--- src/rtl/blink_meter.sv ---
// Blink waveform receiver: synchronises blink_in and reports the period and
// high time of each complete cycle, counted in clk cycles.
module blink_meter #(
  parameter int unsigned WIDTH       = 16,
  parameter int unsigned SYNC_STAGES = 2
) (
  input  logic             clk,
  input  logic             rst,
  input  logic             blink_in,
  output logic [WIDTH-1:0] period,
  output logic [WIDTH-1:0] high_time,
  output logic             meas_valid,
  output logic             locked,
  output logic             timeout
);

  typedef enum logic [1:0] {
    ARM,
    WAIT_RISE,
    HIGH,
    LOW
  } state_t;

  state_t                 state;
  state_t                 state_next;
  logic [SYNC_STAGES-1:0] sync;
  logic [SYNC_STAGES-1:0] fill;
  logic                   s;
  logic                   s_d;
  logic                   rise;
  logic                   fall;
  logic [WIDTH-1:0]       cnt;
  logic [WIDTH-1:0]       hi_lat;
  logic                   cnt_full;
  logic                   cnt_load;
  logic                   cnt_inc;
  logic                   hi_load;
  logic                   report;
  logic                   overflow;

  assign s        = sync[SYNC_STAGES-1];
  assign rise     = s & ~s_d;
  assign fall     = ~s & s_d;
  assign cnt_full = &cnt;

  // fill marks when the chain holds real samples rather than its reset zeros,
  // so a line held high across reset release cannot arm on the flushed zeros.
  always_ff @(posedge clk) begin
    if (rst) begin
      sync <= '0;
      fill <= '0;
      s_d  <= 1'b0;
    end else begin
      sync <= {sync[SYNC_STAGES-2:0], blink_in};
      fill <= {fill[SYNC_STAGES-2:0], 1'b1};
      s_d  <= s;
    end
  end

  always_ff @(posedge clk) begin
    if (rst) begin
      state <= ARM;
    end else begin
      state <= state_next;
    end
  end

  always_comb begin
    state_next = state;
    cnt_load   = 1'b0;
    cnt_inc    = 1'b0;
    hi_load    = 1'b0;
    report     = 1'b0;
    overflow   = 1'b0;
    case (state)
      ARM: begin
        if (fill[SYNC_STAGES-1] && !s) begin
          state_next = WAIT_RISE;
        end
      end
      WAIT_RISE: begin
        if (rise) begin
          cnt_load   = 1'b1;
          state_next = HIGH;
        end
      end
      HIGH: begin
        cnt_inc = 1'b1;
        if (fall) begin
          hi_load    = 1'b1;
          state_next = LOW;
        end else if (cnt_full) begin
          overflow   = 1'b1;
          state_next = ARM;
        end
      end
      LOW: begin
        if (rise) begin
          report     = 1'b1;
          cnt_load   = 1'b1;
          state_next = HIGH;
        end else begin
          cnt_inc = 1'b1;
          if (cnt_full) begin
            overflow   = 1'b1;
            state_next = ARM;
          end
        end
      end
      default: state_next = ARM;
    endcase
  end

  always_ff @(posedge clk) begin
    if (rst) begin
      cnt        <= '0;
      hi_lat     <= '0;
      period     <= '0;
      high_time  <= '0;
      meas_valid <= 1'b0;
      locked     <= 1'b0;
      timeout    <= 1'b0;
    end else begin
      meas_valid <= report;
      if (cnt_load) begin
        cnt <= WIDTH'(1);
      end else if (cnt_inc) begin
        cnt <= cnt + WIDTH'(1);
      end
      if (hi_load) begin
        hi_lat <= cnt;
      end
      if (report) begin
        period    <= cnt;
        high_time <= hi_lat;
        locked    <= 1'b1;
        timeout   <= 1'b0;
      end else if (overflow) begin
        timeout <= 1'b1;
        locked  <= 1'b0;
      end
    end
  end

endmodule

--- config.mk ---
export PLATFORM = sky130hd
export DESIGN_NAME = blink_meter
export DESIGN_NICKNAME = d
export VERILOG_FILES = /design/src/rtl/blink_meter.sv
export SDC_FILE = /design/constraint.sdc
export NUM_CORES = 1
export LEC_CHECK = 0
export CORE_UTILIZATION = 50
export DETAILED_ROUTE_END_ITERATION = 10
export GPL_ROUTABILITY_DRIVEN = 0
export HOLD_SLACK_MARGIN = 0.1
export PLACE_DENSITY = 0.74
export SYNTH_ARGS = -nofsm -noshare
export SYNTH_HDL_FRONTEND = slang
export SYNTH_SLANG_ARGS = --single-unit
--- constraint.sdc ---
create_clock -name clk -period 2.2 [get_ports clk]
set_input_delay 0.22 -clock clk [delete_from_list [all_inputs] [get_ports clk]]
set_output_delay 0.22 -clock clk [all_outputs]
set_load 0.01 [all_outputs]
==> impl_results.md <==
* Outcome: finished, final reports clean
* Netlist cell types at 36
* Dpl cells at approximately 350
* Synth warn at 0
* Width of the die at 74.3 um
* PostCTS Resize Cnt at 0
* Worst slew margin at 54.3%
* Setup TNS at 0 ps
* Final hold vios at 0
* Post-CTS setup repair buffer count at 0
* Antenna violations before repair at 0
* Cell area after synthesis at between 0.002 and 0.003 mm2
* Vias per cell at 5.43
* CTS buffer count at 9
* DRC at 0
* Core Rows at 25
* FILL cells at 394
* Syn_nets at 265
* I/O pin cnt at 38
* Clock share of power at 45.2%
* CTS H-tree depth at 3
* Post-route cell area at between 0.003 and 0.004 mm2
* Port bufs at 37
* Number of synthesized register bits at 74
* DP Area at 0.00304 mm2
* CTS Sinks at 74
* CTS Hold Bufs at 0
* Setup Skew at roughly 4.9 ps
* Layout cells sized above 1 at 8.91%
* Most common cell after layout, fill and taps aside: dfxtp_1
* Final setup violation count at 0
* Max-cap viol count at 0
* LEAKAGE at 1.15 nW
* Post-layout util at ~67%
* Via count at approximately 2000
* Highest ir drop seen on vdd at 0.000462 V
* Antenna fix cells at 0
* RSZ-0062 raised after global routing: no
* Starting Density at 53.6%
* Element type at the critical path start: flip-flop
* Root Buffer: clkbuf_8
* Fin crit period at approximately 1900 ps
* Final Total Pwr at 2.54 mW
* Commonest non-fill, non-tap cells in the layout: 74 x dfxtp_1, 41 x nand2_1, 37 x clkdlybuf4s50_1
* Die Height at 74.3 um
* Seq. cell area at about 0.0015 mm2
* Vias in the first global route at 1815
* Reg clk slew, reported paths at ~70 ps
* Max-slew violations at 0
* P&R area growth vs syn at 24.6%
* Crit share post-route at 85.7%
* DP Worst Slack at 312 ps
* Tot GR Track Use at 21.1%
* Hold Path Class: in -> reg
* Die footprint at around 0.0055 mm2
* Switching part of the total at approximately a fifth
* Register share of total power at roughly 53%
* Fmax at between 0.5 and 0.6 GHz
* Critical path arrival at roughly 2200 ps
* First-pass GRT wire length at 8670 um
* DP HPWL at 3500 um
* Net switching power figure at 0.518 mW
* Core Footprint at 0.00488 mm2
* Average size of a mapped cell at 10.0 um2
* Post-Synthesis Cells at 261
* Wirelength per Cell at 14.1 um
* WHS at between 400 and 500 ps
* Sequential area share after synthesis at 56.7%
* Remaining Overflow, GRT at 0
* Pwr Density at 781 mW/mm2
* Final WL at 5230 um
* Area occupied by multi-input gates at 0.00104 mm2
* Fin cells at 370
* Crit end category: flip-flop
* Crit-path max FO at 17
* Fin nets at 302
* Measured slew at the worst slew-check pin at 685 ps
* DRT iter0 DRCs at 183
* CTS tree: yes
* Int Pwr at just over 2 mW
* Final worst slack at 314 ps
* Largest net degree at the start of global routing at 20
* WP data required at 2490 ps
* Comb pwr share at 1.8%
* Critical path type: reg -> reg
* Remaining antenna violation count at 0
* Clock insertion delay at the later pin of the skew report at about 340 ps
* Clock Tree Buf Depth at 2
* 1st-pass router iterations at 4
layout make-up:
class / count / share of cell area, %
sequential: 74 / 45.5
multi-input combinational: 166 / 32.0
inverter: 4 / 0.461
clock buffer: 11 / 4.34
tap: 67 / 2.57
clock inverter: 5 / 2.38
timing repair buffer: 43 / 12.7
worst max-delay path, cell delays in order (launching register included):
cell and delay (ps):
dfxtp_1 380, and3b_1 310, nand2_1 120, nor2_2 510
buf_4 340, a22o_1 160
state kept, by name, summed over array words and instances (netlist names):
| signal | count |
|---|---|
| hi_lat | 16 |
| state | 2 |
| period | 16 |
| timeout | 1 |
| meas_valid | 1 |
| cnt | 16 |
| s_d | 1 |
| locked | 1 |
| sync | 2 |
| high_time | 16 |
| fill | 2 |
cells in the mapped netlist:
library cell  count  area (um2)
dfxtp_1          74        1480
buf_2             8        40.0
a21oi_1          26         130
xnor2_1           3        26.3
nand2_1          41         154
o31ai_1           6        45.0
nand4_1           6        37.5
and3b_1           1        8.76
and2_1            2        12.5
nor3b_1           1        7.51
nand3_2           1        10.0
nor2b_1           4        25.0
mux2i_1           1        10.0
and4_1            1        8.76
o21a_1            1        7.51
inv_1             4        15.0
ha_1              1        12.5
nor3_1            3        15.0
nor4_1            1        6.26
a22o_1           32         280
a21boi_0          1        7.51
a211oi_1          1        7.51
nand3b_1          1        7.51
nand4_4           1        21.3
or4_1             6        45.0
o21ai_0           3        15.0
o22ai_1           1        6.26
nor2_1            9        33.8
and4_4            1        11.3
xor2_1            4        35.0
or3_1             3        18.8
clkbuf_1          8        30.0
nand3_1           2        10.0
buf_6             1        11.3
nand2b_4          1        13.8
o211ai_1          1        7.51
kinds of logic (layout without fill, tap and decap cells):
kind of cell / Yosys count / after routing / synth area share [%]
AND/OR/NAND/NOR: 85 / 85 / 17.1
buffers and inverters: 21 / 63 / 3.68
adder cells (fa/ha/maj): 1 / 1 / 0.478
flip-flops: 74 / 74 / 56.7
AO/OA/AOI/OAI: 72 / 72 / 19.4
XOR/XNOR: 7 / 7 / 2.34
multiplexers: 1 / 1 / 0.383
path summary, 6_finish.rpt:
kind | from | endpoint | cells after the start | slack [ps]
worst max-delay path | state[0]$_SDFFE_PP0P_ | period[3]$_SDFFE_PP0P_ | 5 | 310
worst max register to register | state[0]$_SDFFE_PP0P_ | period[3]$_SDFFE_PP0P_ | 5 | 310
worst min-delay path | blink_in | sync[0]$_SDFF_PP0_ | 2 | 430
worst min register to register | sync[0]$_SDFF_PP0_ | sync[1]$_SDFF_PP0_ | 1 | 440
power by group through the flow:
stage	clock network [mW]	registers (mW)	logic (mW)
floorplan	0	1.38	0.0299
global placement	0	1.38	0.0451
detailed placement	0	1.38	0.0454
CTS	1.16	1.35	0.0455
global route	1.23	1.35	0.0503
finish	1.15	1.35	0.0452
layer usage:
layer	GRT usage (%)	share of wire [%]	wire length [um]	vias up
met5	0	0	0	-
met4	9.43	0.78	41	0
met3	6.50	5.2	274	4
met2	30.2	45	2340	57
met1	29.2	49	2570	935
li1	-	-	-	1014
(Power assumes the default switching activity.)
